===== src/rtl/systolic_output_collector.sv =====
// rtl/systolic_output_collector.sv - de-skews systolic array bottom-edge columns into packed result rows
// Optional OUT_COLLECTOR_RELU_EN: each element is ReLU'd as it is popped into row_data_o.

module systolic_output_collector #(
    parameter int N      = 4,
    parameter int DATA_W = 16,
    parameter int DEPTH  = 4
) (
    input  logic                clk,
    input  logic                rst_n,
    input  logic                start_i,
    input  logic [15:0]         rows_i,
    input  logic [N-1:0]        col_valid_i,
    input  logic [N*DATA_W-1:0] col_data_i,
    output logic                row_valid_o,
    input  logic                row_ready_i,
    output logic [N*DATA_W-1:0] row_data_o,
    output logic                row_last_o,
    output logic                busy_o,
    output logic                done_o,
    output logic                err_o
);

    localparam int AW = $clog2(DEPTH);
    localparam logic [AW:0] FULL_CNT = (AW+1)'(DEPTH);

    typedef enum logic [0:0] {IDLE, COLLECT} state_t;

    state_t              state_q, state_d;
    logic [DATA_W-1:0]   mem_q    [N][DEPTH];
    logic [AW-1:0]       wr_ptr_q [N];
    logic [AW-1:0]       rd_ptr_q [N];
    logic [AW:0]         cnt_q    [N];
    logic [15:0]         rows_q;
    logic [15:0]         row_cnt_q;
    logic [N*DATA_W-1:0] row_data_q;
    logic                row_valid_q;
    logic                done_q;
    logic                err_q;

    logic [N-1:0]        full;
    logic [N-1:0]        push;
    logic [N-1:0]        overflow;
    logic                all_nonempty;
    logic                pop;
    logic                hs;
    logic                last_hs;
    logic                fifo_clr;
    logic                err_set;
    logic                err_clr;
    logic [N*DATA_W-1:0] row_next;

    always_comb begin
        all_nonempty = 1'b1;
        full         = '0;
        for (int j = 0; j < N; j++) begin
            if (cnt_q[j] == '0) all_nonempty = 1'b0;
            full[j] = (cnt_q[j] == FULL_CNT);
        end
    end

    assign pop      = (state_q == COLLECT) && all_nonempty && (!row_valid_q || row_ready_i);
    assign hs       = row_valid_q && row_ready_i;
    assign last_hs  = (state_q == COLLECT) && hs && (row_cnt_q == rows_q - 16'd1);
    assign fifo_clr = (state_q == IDLE) || last_hs;

    // A full column may still accept when the row pops in the same cycle.
    always_comb begin
        push     = '0;
        overflow = '0;
        for (int j = 0; j < N; j++) begin
            if (state_q == COLLECT && col_valid_i[j]) begin
                if (full[j] && !pop) overflow[j] = 1'b1;
                else                 push[j]     = !last_hs;
            end
        end
    end

    always_comb begin
        row_next = '0;
        for (int j = 0; j < N; j++) begin
`ifdef OUT_COLLECTOR_RELU_EN
            row_next[j*DATA_W +: DATA_W] = mem_q[j][rd_ptr_q[j]][DATA_W-1] ?
                                           '0 : mem_q[j][rd_ptr_q[j]];
`else
            row_next[j*DATA_W +: DATA_W] = mem_q[j][rd_ptr_q[j]];
`endif
        end
    end

    always_comb begin
        state_d = state_q;
        err_clr = 1'b0;
        err_set = |overflow;
        case (state_q)
            IDLE: begin
                err_clr = start_i;
                if (|col_valid_i) err_set = 1'b1;
                if (start_i && rows_i != 16'd0) state_d = COLLECT;
            end
            COLLECT: begin
                if (start_i) err_set = 1'b1;
                if (last_hs) state_d = IDLE;
            end
            default: state_d = IDLE;
        endcase
    end

    always_ff @(posedge clk) begin
        for (int j = 0; j < N; j++) begin
            if (push[j]) mem_q[j][wr_ptr_q[j]] <= col_data_i[j*DATA_W +: DATA_W];
        end
    end

    always_ff @(posedge clk or negedge rst_n) begin
        if (!rst_n) begin
            state_q     <= IDLE;
            rows_q      <= '0;
            row_cnt_q   <= '0;
            row_data_q  <= '0;
            row_valid_q <= 1'b0;
            done_q      <= 1'b0;
            err_q       <= 1'b0;
            for (int j = 0; j < N; j++) begin
                wr_ptr_q[j] <= '0;
                rd_ptr_q[j] <= '0;
                cnt_q[j]    <= '0;
            end
        end else begin
            state_q <= state_d;
            done_q  <= last_hs || (state_q == IDLE && start_i && rows_i == 16'd0);
            err_q   <= err_set || (err_q && !err_clr);

            for (int j = 0; j < N; j++) begin
                if (fifo_clr) begin
                    wr_ptr_q[j] <= '0;
                    rd_ptr_q[j] <= '0;
                    cnt_q[j]    <= '0;
                end else begin
                    if (push[j]) wr_ptr_q[j] <= wr_ptr_q[j] + 1'b1;
                    if (pop)     rd_ptr_q[j] <= rd_ptr_q[j] + 1'b1;
                    case ({push[j], pop})
                        2'b10:   cnt_q[j] <= cnt_q[j] + 1'b1;
                        2'b01:   cnt_q[j] <= cnt_q[j] - 1'b1;
                        default: cnt_q[j] <= cnt_q[j];
                    endcase
                end
            end

            if (pop && !last_hs) begin
                row_valid_q <= 1'b1;
                row_data_q  <= row_next;
            end else if (hs) begin
                row_valid_q <= 1'b0;
            end

            if (state_q == IDLE && start_i) begin
                rows_q    <= rows_i;
                row_cnt_q <= '0;
            end else if (state_q == COLLECT && hs) begin
                row_cnt_q <= row_cnt_q + 16'd1;
            end
        end
    end

    assign row_valid_o = row_valid_q;
    assign row_data_o  = row_data_q;
    assign row_last_o  = row_valid_q && (row_cnt_q == rows_q - 16'd1);
    assign busy_o      = (state_q == COLLECT);
    assign done_o      = done_q;
    assign err_o       = err_q;

endmodule


===== config.mk =====
export PLATFORM = sky130hd
export DESIGN_NAME = systolic_output_collector
export DESIGN_NICKNAME = d
export VERILOG_FILES = /design/src/rtl/systolic_output_collector.sv
export SDC_FILE = /design/constraint.sdc
export NUM_CORES = 1
export LEC_CHECK = 0
export BUFFER_PORTS_ARGS = -buffer_cell sky130_fd_sc_hd__buf_2
export CAP_MARGIN = 25
export CORE_MARGIN = 1.5
export CORE_UTILIZATION = 53
export DETAILED_ROUTE_END_ITERATION = 12
export HOLD_SLACK_MARGIN = 0.06
export PLACE_DENSITY = 0.76
export SYNTH_ARGS = -nofsm -noshare
export SYNTH_HDL_FRONTEND = slang
export SYNTH_SLANG_ARGS = --single-unit

===== constraint.sdc =====
create_clock -name clk -period 3.5 [get_ports clk]
set_clock_uncertainty 0.2 [all_clocks]
set_input_delay 0.35 -clock clk [delete_from_list [all_inputs] [get_ports clk]]
set_output_delay 0.35 -clock clk [all_outputs]
set_load 0.05 [all_outputs]

==> results of run 1 <==
worst max path at each step:
stage          depth (start not counted)                   from               endpoint
2_1_floorplan                         12  rows_q[4]$_DFFE_PN0P_   cnt_q[1]$_DFFE_PN0P_
3_3_place_gp                          13  rows_q[2]$_DFFE_PN0P_   cnt_q[5]$_DFFE_PN0P_
3_5_place_dp                          11  rows_q[2]$_DFFE_PN0P_   cnt_q[7]$_DFFE_PN0P_
4_1_cts                               12  rows_q[5]$_DFFE_PN0P_  cnt_q[11]$_DFFE_PN0P_
5_1_grt                               12  rows_q[2]$_DFFE_PN0P_   cnt_q[1]$_DFFE_PN0P_
6_report                              12  rows_q[5]$_DFFE_PN0P_  cnt_q[11]$_DFFE_PN0P_
worst max-delay path, delay by kind of cell (launching register included):
kind,cells,cell delay [ns]
compound gates,3,0.61
xor+xnor,1,0.16
simple gates,7,1.85
fa+ha+maj,1,0.23
flops,1,0.38
final cells by class:
| type | count | area [µm²] |
|---|---|---|
| Antenna cell | 2 | 5.00 |
| Clock buffer | 52 | 1070 |
| Clock inverter | 17 | 155 |
| Fill cell | 1966 | 9610 |
| Inverter | 12 | 45.0 |
| Multi-Input combinational cell | 477 | 4770 |
| Sequential cell | 384 | 10900 |
| Tap cell | 390 | 488 |
| Timing Repair Buffer | 304 | 2520 |
cell usage in the layout (no fill, tap or decap), types with 8 or more instances in the layout:
cell type / count
a21oi_1: 8
and2_1: 13
buf_12: 24
buf_2: 154
buf_4: 31
clkbuf_1: 8
clkbuf_16: 43
dfrtp_1: 128
dlygate4sd3_1: 83
edfxtp_1: 256
ha_1: 18
inv_1: 12
mux2_4: 61
mux4_2: 64
nand2_1: 70
nand3_1: 8
nor2_1: 46
nor3_1: 10
o21ai_0: 11
or3_1: 10
xnor2_1: 25
xor2_1: 23
timing repair:
item | 4_1_cts | 5_1_grt
hold buffers | 83 | 0
pin swaps | 17 | 19
gates cloned | 1 | 4
resized for setup | 25 | 22
endpoints found under the hold margin | 352 | 0
buffers inserted | 3 | 6
setup endpoints to repair | 94 | 258
cells by family after synthesis:
group           synth area share
compound gates            0.0214
xor+xnor                  0.0265
fa+ha+maj                 0.0193
buf+inv                   0.0207
flops                      0.687
mux                        0.155
simple gates              0.0702
power groups by stage:
| stage | Sequential, mW | Clock (mW) | Combinational (mW) |
|---|---|---|---|
| global route | 7.05 | 4.27 | 8.14 |
| CTS | 6.92 | 4.09 | 7.33 |
| global placement | 6.91 | 0 | 6.97 |
| floorplan | 8.03 | 0 | 4.24 |
| finish | 6.91 | 4.01 | 7.63 |
| detailed placement | 6.99 | 0 | 7.12 |
state kept, by name, summed over array words and instances (netlist names):
name	count
rd_ptr_q	8
done_o	1
rows_q	16
wr_ptr_q	8
mem_q	256
row_valid_o	1
err_o	1
cnt_q	12
row_data_o	64
row_cnt_q	16
busy_o	1
metal layers:
metal	vias up	GRT usage	wire length [µm]
met1	4472	0.273	13400
li1	4067	-	-
met3	63	0.0416	1560
met5	-	0	23
met2	229	0.357	16300
met4	4	0.0584	704
metrics by stage:
step	instance area, µm²	util	cells	TNS [ns]
floorplan	15900	-	916	-0.190
global placement	17500	0.593	1472	-0.384
detailed placement	17500	0.593	1472	-1.01
CTS	19700	0.667	1628	-0.449
global route	19900	0.675	1637	-2.24
finish	20000	0.675	1638	-0.0720
==> flow_metrics.py, run 1 <==
metrics = {
    "timing": {
        "max_slew_margin": 0.399,
        "fin_ws_ns": -0.0376,
        "setup_viol": 3,
        "period_minus_slack_ns": 3.54,
        "finalCritPeriodShare": 1.01,
        "rsz0062_at_grt": "yes",
        "tightest_slew_ns": 0.902,
        "maxSlewViolCount": 0,
        "hold_violations": 0,
        "hold_slack_ns": 0.135,
        "max_freq_mhz": 283,
    },
    "critical_path": {
        "cp_slowest_cell": "or4_4",
        "cp_data_required_time_ns": 3.70,
        "start_kind": "register",
        "crit_path_cell_trace": "or4_4 -> or4_4 -> a2111oi_4 -> o2111a_1 -> and4_4 -> and2b_1 -> nor2_2 -> fa_2 -> and2_4 -> a21oi_2 -> xor2_1 -> nor2_1",
        "crit_top_cell": "or4_4",
        "rr_startpoint": "rows_q[5]$_DFFE_PN0P_",
        "crit_path_max_fanout": 4,
        "reg2reg_depth": 12,
        "arrival_ns": 3.74,
        "r2r_slack_ns": -0.04,
        "max_stage_delay_ns": 0.54,
        "r2r-end": "cnt_q[11]$_DFFE_PN0P_",
        "endpoint_kind": "register",
        "worstSetupPathType": "reg2reg",
    },
    "clocking": {
        "numCtsBuffers": 39,
        "clk_pin_slew_worst_paths_ns": 0.06,
        "tritoncts": "done",
        "clock_path_buffers": 3,
        "root_buffer": "clkbuf_16",
        "clock_latency_ns": 0.51,
        "htree_levels": 2,
        "cts.sinks": 384,
    },
    "drt": {
        "vias_per_cell": 5.39,
        "first_pass_iters": 5,
        "drt_iter0_drc": 517,
        "wl_per_cell_um": 19.5,
        "antenna_left": 0,
        "drc": 0,
        "routed_wl_mm": 32.0,
        "vias": 8835,
    },
    "final_layout": {
        "syn_to_final_growth_pct": 25.9,
        "final_nets": 1328,
        "drive_above_1_share": 0.349,
    },
    "floorplanning": {
        "start_util": 0.536,
        "coreArea_um2": 29600,
        "dieArea_um2": 31000,
        "io_pins": 157,
        "die_w_um": 176,
        "die_y_um": 176,
        "rows": 63,
    },
    "pwr": {
        "swShare": 0.347,
        "design_power_total_mw": 18.5,
        "power_leakage_nw": 7.78,
        "power.share.sequential": 0.373,
        "intPower_mw": 12.1,
        "clockPowerShare": 0.216,
        "ir_drop_mv": 0.616,
        "p_switching_mw": 6.44,
        "power_density_nw_per_um2": 930,
        "comb_power_share": 0.411,
    },
    "logic_synthesis": {
        "async_flop_share": 0.333,
        "synth.distinct_cells": 57,
        "yosysTopAreaCell": "edfxtp_1",
        "synth_area_um2": 15900,
        "synth_seq_cells": 384,
        "synth_most_common_cell": "edfxtp_1",
        "synth_seq_area_share": 0.687,
        "syn_avg_cell_area_um2": 17.3,
        "synth_top_cell_area_share": 0.485,
        "synth_nets": 1026,
        "synth_edf_count": 256,
        "synthTopCellsByCount": "256 x edfxtp_1, 128 x dfrtp_1, 70 x nand2_1",
        "synthTopCellsByArea": "edfxtp_1 48%, dfrtp_1 20%, mux4_2 9.1%, mux2_4 5.7%, nand2_1 1.7%",
        "synthCells": 916,
        "synth_top_flop_cell": "edfxtp_1",
        "ys_warn_count": 0,
    },
    "grt": {
        "grt_pass1_vias": 9294,
        "grt_start_max_net_pins": 79,
        "grt_overflow": 0,
        "antenna_found_initial": 4,
        "grt_first_pass_wirelength_mm": 49.8,
        "grtUsageTotal": 0.208,
    },
    "worst_hold_path": {
        "min-delay-start": "col_valid_i[1]",
        "worstHoldEndpoint": "cnt_q[8]$_DFFE_PN0P_",
        "hold_depth": 5,
        "hold_path.class": "in2reg",
    },
    "place": {
        "portBuffers": 156,
        "routabilityCongestion": 0.815,
        "dp_slack_ns": -0.161,
        "hpwl_mm": 19.6,
    },
    "job": {
        "maxCapViolations": 0,
    },
    "status": {
        "status": "complete, but fails checks",
        "failed_checks": "negative setup slack",
    },
}
No activity file was read; power rests on OpenSTA's default activity.
==> inputs of run 2 (changes only) <==
--- a/config.mk
+++ b/config.mk
@@ -10,6 +10,7 @@
 export CORE_MARGIN = 1.5
 export CORE_UTILIZATION = 53
 export DETAILED_ROUTE_END_ITERATION = 12
+export GPL_TIMING_DRIVEN = 0
 export HOLD_SLACK_MARGIN = 0.06
 export PLACE_DENSITY = 0.76
 export SYNTH_ARGS = -nofsm -noshare
==> flow_metrics.py, run 2 (synthesis results as in run 1) <==
metrics = {
    "status": {
        "status": "complete, but fails checks",
        "failed_checks": "negative setup slack",
    },
    "grt": {
        "antenna_found_initial": 2,
        "grt_first_pass_wirelength_mm": 49.6,
        "grt_start_max_net_pins": 68,
        "grt_pass1_vias": 9381,
        "grtUsageTotal": 0.207,
        "grt_overflow": 0,
    },
    "place": {
        "portBuffers": 156,
        "dpl_cell_area_um2": 17200,
        "routabilityCongestion": 0.821,
        "hpwl_mm": 19.8,
        "dp_cells": 1464,
    },
    "critical_path": {
        "cp_data_required_time_ns": 3.70,
        "crit_path_cell_trace": "or4_4 -> or4_4 -> a2111oi_4 -> o2111a_1 -> and4_1 -> buf_6 -> and2b_2 -> nor2_4 -> fa_2 -> mux2i_1 -> nor2_1",
        "start_kind": "register",
        "rr_startpoint": "rows_q[5]$_DFFE_PN0P_",
        "worstSetupPathType": "reg2reg",
        "cp_num_buf_inv": 1,
        "startpoint": "rows_q[5]$_DFFE_PN0P_",
        "crit_top_cell": "or4_4",
        "crit_path_max_fanout": 8,
        "cp_slowest_cell": "or4_4",
        "critPathTopFamily": "simple AND/OR/NAND/NOR gates",
        "max_stage_delay_ns": 0.51,
        "arrival_ns": 3.89,
        "endpoint_kind": "register",
    },
    "final_layout": {
        "fin_util": 0.673,
        "largest_reg_flops": 256,
        "drive_above_1_share": 0.347,
        "mostFrequentLayoutCells": "256 x edfxtp_1, 159 x buf_2, 125 x dfrtp_1",
        "final_nets": 1345,
        "nFillCells": 2000,
        "instances_no_fill": 1656,
        "n_antenna_cell": 0,
        "stdcell_area_um2": 19900,
        "syn_to_final_growth_pct": 25.4,
        "final_common_cell": "edfxtp_1",
    },
    "clocking": {
        "htree_levels": 2,
        "cts.sinks": 384,
        "clock_latency_ns": 0.52,
        "clk_pin_slew_worst_paths_ns": 0.06,
        "tritoncts": "done",
        "clock_path_buffers": 3,
        "root_buffer": "clkbuf_16",
        "numCtsBuffers": 39,
    },
    "timing": {
        "setup_viol": 125,
        "fin_setup_tns_ns": -7.33,
        "fin_ws_ns": -0.193,
        "finalCritPeriodShare": 1.06,
        "tightest_slew_ns": 0.831,
        "max_slew_margin": 0.446,
        "period_minus_slack_ns": 3.69,
        "maxSlewViolCount": 0,
        "hold_violations": 0,
        "max_freq_mhz": 271,
        "rsz0062_at_grt": "yes",
        "hold_slack_ns": 0.117,
    },
    "pwr": {
        "p_switching_mw": 6.54,
        "power_density_nw_per_um2": 942,
        "power.share.sequential": 0.359,
        "power_leakage_nw": 7.75,
        "ir_drop_mv": 0.595,
        "intPower_mw": 12.2,
        "clockPowerShare": 0.222,
        "swShare": 0.349,
        "comb_power_share": 0.419,
    },
    "floorplanning": {
        "die_w_um": 176,
        "coreArea_um2": 29600,
        "io_pins": 157,
        "dieArea_um2": 31000,
        "die_y_um": 176,
        "rows": 63,
        "start_util": 0.536,
    },
    "worst_hold_path": {
        "hold_path.class": "in2reg",
        "min-delay-start": "col_valid_i[2]",
    },
    "drt": {
        "routed_wl_mm": 33.1,
        "vias_per_cell": 5.43,
        "vias": 8996,
        "wl_per_cell_um": 20.0,
        "drt_iter0_drc": 668,
        "antenna_left": 0,
        "first_pass_iters": 4,
        "drc": 0,
    },
    "job": {
        "maxCapViolations": 0,
    },
}
## run 2: cell types whose count changed in the layout (fill, tap and decap cells not counted), sizes merged, moves of 2 or more
| cell | previous run | this run |
|---|---|---|
| clkinvlp | 0 | 2 |
| clkbuf | 56 | 84 |
| buf | 217 | 201 |
| and2 | 17 | 29 |
| clkinv | 13 | 6 |
| diode | 2 | 0 |
## run 2: worst paths after layout
kind / end / slack (ns) / cells past startpoint
max: cnt_q[10]$_DFFE_PN0P_ / -0.19 / 11
min: err_o$_DFF_PN0_ / 0.12 / 4
max reg2reg: cnt_q[10]$_DFFE_PN0P_ / -0.19 / 11
min reg2reg: row_data_o[54]$_DFFE_PN0P_ / 0.31 / 1
max in group asynchronous: row_data_o[28]$_DFFE_PN0P_ / 2.05 / 3
min in group asynchronous: row_data_o[1]$_DFFE_PN0P_ / 0.24 / 2
## run 2: repair_timing
action | CTS | global route
hold buffers | 83 | 0
pin swaps | 12 | 27
gates resized for setup | 50 | 38
setup endpoints to repair | 280 | 319
setup buffers | 12 | 11
hold endpoints to repair | 342 | 0
cloned | 1 | 18
## run 2: cell type report
cell class	count	area [µm²]	share of cell area
Buffer	40	269	0.0135
Clock buffer	60	1150	0.0577
Clock inverter	12	151	0.00761
Inverter	12	45.0	0.00227
Multi-Input combinational cell	490	4900	0.247
Sequential cell	384	10900	0.548
Tap cell	390	488	0.0245
Timing Repair Buffer	268	1990	0.0999
## run 2: stage by stage
stage                     total power, mW  setup WS [ns]
after floorplan                      12.3        -0.0687
after global placement               13.7         -0.414
after detailed placement             13.9         -0.380
after CTS                            18.3         -0.214
after global routing                 19.6         -0.332
final                                18.7         -0.193
## run 2: per-layer routing
layer | vias up | share of wire | GRT usage
met5 | - | 0.00075 | 0
met4 | 4 | 0.018 | 0.0548
met3 | 49 | 0.054 | 0.0401
met2 | 250 | 0.50 | 0.353
met1 | 4557 | 0.43 | 0.273
li1 | 4136 | - | -
## run 2: worst reg2reg max path: cells and delay by family, from the launching register on
kind                       cells  cell delay, ns
AOI/OAI and AO/OA              2            0.60
and+or+nand+nor                6            1.56
adders and majority gates      1            0.43
DFF                            1            0.50
muxes                          1            0.15
buffers and inverters          1            0.12
## run 2: power by group through the flow
stage | sequential [mW] | clock (mW) | combinational [mW]
3_5_place_dp | 6.80 | 0 | 7.07
6_report | 6.73 | 4.16 | 7.84
4_1_cts | 6.73 | 4.24 | 7.30
2_1_floorplan | 8.03 | 0 | 4.24
5_1_grt | 6.86 | 4.40 | 8.37
3_3_place_gp | 6.75 | 0 | 6.92
==> inputs of run 3 (changes only) <==
--- a/config.mk
+++ b/config.mk
@@ -7,12 +7,14 @@
 export LEC_CHECK = 0
 export BUFFER_PORTS_ARGS = -buffer_cell sky130_fd_sc_hd__buf_2
 export CAP_MARGIN = 25
+export CELL_PAD_IN_SITES_DETAIL_PLACEMENT = 0
+export CELL_PAD_IN_SITES_GLOBAL_PLACEMENT = 2
 export CORE_MARGIN = 1.5
-export CORE_UTILIZATION = 53
+export CORE_UTILIZATION = 40
 export DETAILED_ROUTE_END_ITERATION = 12
 export GPL_TIMING_DRIVEN = 0
 export HOLD_SLACK_MARGIN = 0.06
-export PLACE_DENSITY = 0.76
+export PLACE_DENSITY_LB_ADDON = 0.1
 export SYNTH_ARGS = -nofsm -noshare
 export SYNTH_HDL_FRONTEND = slang
 export SYNTH_SLANG_ARGS = --single-unit
==> flow_metrics.py, run 3 (synthesis results as in run 1) <==
metrics = {
    "drt": {
        "drc": 0,
        "drt_iter0_drc": 451,
        "vias": 8789,
        "vias_per_cell": 4.94,
        "routed_wl_mm": 35.1,
        "first_pass_iters": 4,
        "wl_per_cell_um": 19.7,
        "antenna_left": 0,
    },
    "grt": {
        "antenna_found_initial": 0,
        "grt_pass1_vias": 9254,
        "grt_first_pass_wirelength_mm": 54.2,
        "grt_start_max_net_pins": 74,
        "grt_overflow": 0,
        "grtUsageTotal": 0.175,
    },
    "final_layout": {
        "instances_no_fill": 1779,
        "largest_reg_flops": 256,
        "syn_to_final_growth_pct": 26.2,
        "mostFrequentLayoutCells": "256 x edfxtp_1, 158 x buf_2, 125 x dfrtp_1",
        "stdcell_area_um2": 20000,
        "final_common_cell": "edfxtp_1",
        "final_nets": 1337,
        "n_antenna_cell": 0,
        "nFillCells": 3319,
        "drive_above_1_share": 0.348,
    },
    "critical_path": {
        "endpoint_kind": "register",
        "start_kind": "register",
        "crit_path_max_fanout": 6,
        "arrival_ns": 3.93,
        "cp_data_required_time_ns": 3.74,
        "worstSetupPathType": "reg2reg",
    },
    "clocking": {
        "numCtsBuffers": 43,
        "tritoncts": "done",
        "clock_latency_ns": 0.57,
        "root_buffer": "clkbuf_16",
        "clk_pin_slew_worst_paths_ns": 0.05,
        "htree_levels": 2,
        "cts.sinks": 384,
        "clock_path_buffers": 3,
    },
    "timing": {
        "period_minus_slack_ns": 3.69,
        "hold_slack_ns": 0.117,
        "max_freq_mhz": 271,
        "max_slew_margin": 0.425,
        "finalCritPeriodShare": 1.05,
        "hold_violations": 0,
        "maxSlewViolCount": 0,
        "fin_setup_tns_ns": -1.32,
        "fin_ws_ns": -0.189,
        "rsz0062_at_grt": "yes",
        "tightest_slew_ns": 0.863,
        "setup_viol": 9,
    },
    "place": {
        "portBuffers": 156,
        "hpwl_mm": 21.1,
        "routabilityCongestion": 0.730,
        "dpl_cell_area_um2": 17300,
        "dp_cells": 1591,
    },
    "floorplanning": {
        "start_util": 0.407,
        "io_pins": 157,
        "die_y_um": 202,
        "coreArea_um2": 38900,
        "dieArea_um2": 40800,
        "rows": 72,
        "die_w_um": 202,
    },
    "pwr": {
        "design_power_total_mw": 18.9,
        "ir_drop_mv": 0.500,
        "power_leakage_nw": 7.74,
        "power_density_nw_per_um2": 944,
    },
    "status": {
        "status": "complete, but fails checks",
        "failed_checks": "negative setup slack",
    },
    "job": {
        "maxCapViolations": 0,
    },
    "worst_hold_path": {
        "hold_path.class": "in2reg",
    },
}
-- run 3: repair_timing --
| item | in CTS | in global routing |
|---|---|---|
| hold buffers | 83 | 0 |
| cloned | 8 | 5 |
| buffers inserted | 10 | 7 |
| hold endpoints to repair | 348 | 0 |
| pin swaps | 15 | 18 |
| setup endpoints to repair | 341 | 267 |
| gates resized for setup | 49 | 33 |
-- run 3: stage by stage --
step	utilization	setup slack, ns
floorplan	-	-0.0687
global placement	0.444	-0.733
detailed placement	0.445	-0.486
CTS	0.510	-0.223
global route	0.514	-0.317
finish	0.514	-0.189
-- run 3: layer usage --
layer	share of wire	global-route usage
met1	0.47	0.247
met2	0.47	0.281
met3	0.036	0.0281
met4	0.016	0.0536
met5	0	0
-- run 3: power by group --
| group | internal, mW | leakage (nW) | total (mW) | switching, mW |
|---|---|---|---|---|
| Clock | 2.84 | 0.714 | 4.67 | 1.83 |
| Sequential | 6.12 | 3.90 | 6.73 | 0.607 |
| Combinational | 3.31 | 3.12 | 7.49 | 4.18 |
-- run 3: final cells by class --
cell class                 instances  area (µm²)  area share
timing repair buffer             256        1790      0.0893
tap                              518         648      0.0324
clock buffer                      53        1130      0.0567
clock inverter                    26         339      0.0169
multi-input combinational        490        4890       0.245
buffer                            40         269      0.0134
inverter                          12        45.0     0.00225
sequential                       384       10900       0.544
-- run 3: worst max-delay path: stages (launching register included) --
cell and delay [ns]:
dfrtp_2 0.42, or4_4 0.55, or4_4 0.51, a2111oi_4 0.31
o2111a_1 0.27, and4_1 0.21, buf_6 0.13, buf_4 0.11
buf_6 0.08, nor2_4 0.03, nor2_2 0.09, fa_2 0.23
nor3b_2 0.06, a21oi_2 0.15, xor2_1 0.15, nor2_1 0.06
-- run 3: final timing paths --
kind	start	slack, ns	endpoint	cells after the start
max	rows_q[2]$_DFFE_PN0P_	-0.19	cnt_q[5]$_DFFE_PN0P_	15
min	col_valid_i[1]	0.12	cnt_q[8]$_DFFE_PN0P_	4
max reg2reg	rows_q[2]$_DFFE_PN0P_	-0.19	cnt_q[5]$_DFFE_PN0P_	15
min reg2reg	rows_q[15]$_DFFE_PN0P_	0.30	rows_q[15]$_DFFE_PN0P_	2
max in group asynchronous	rst_n	2.07	row_data_o[44]$_DFFE_PN0P_	3
min in group asynchronous	rst_n	0.22	row_data_o[27]$_DFFE_PN0P_	2
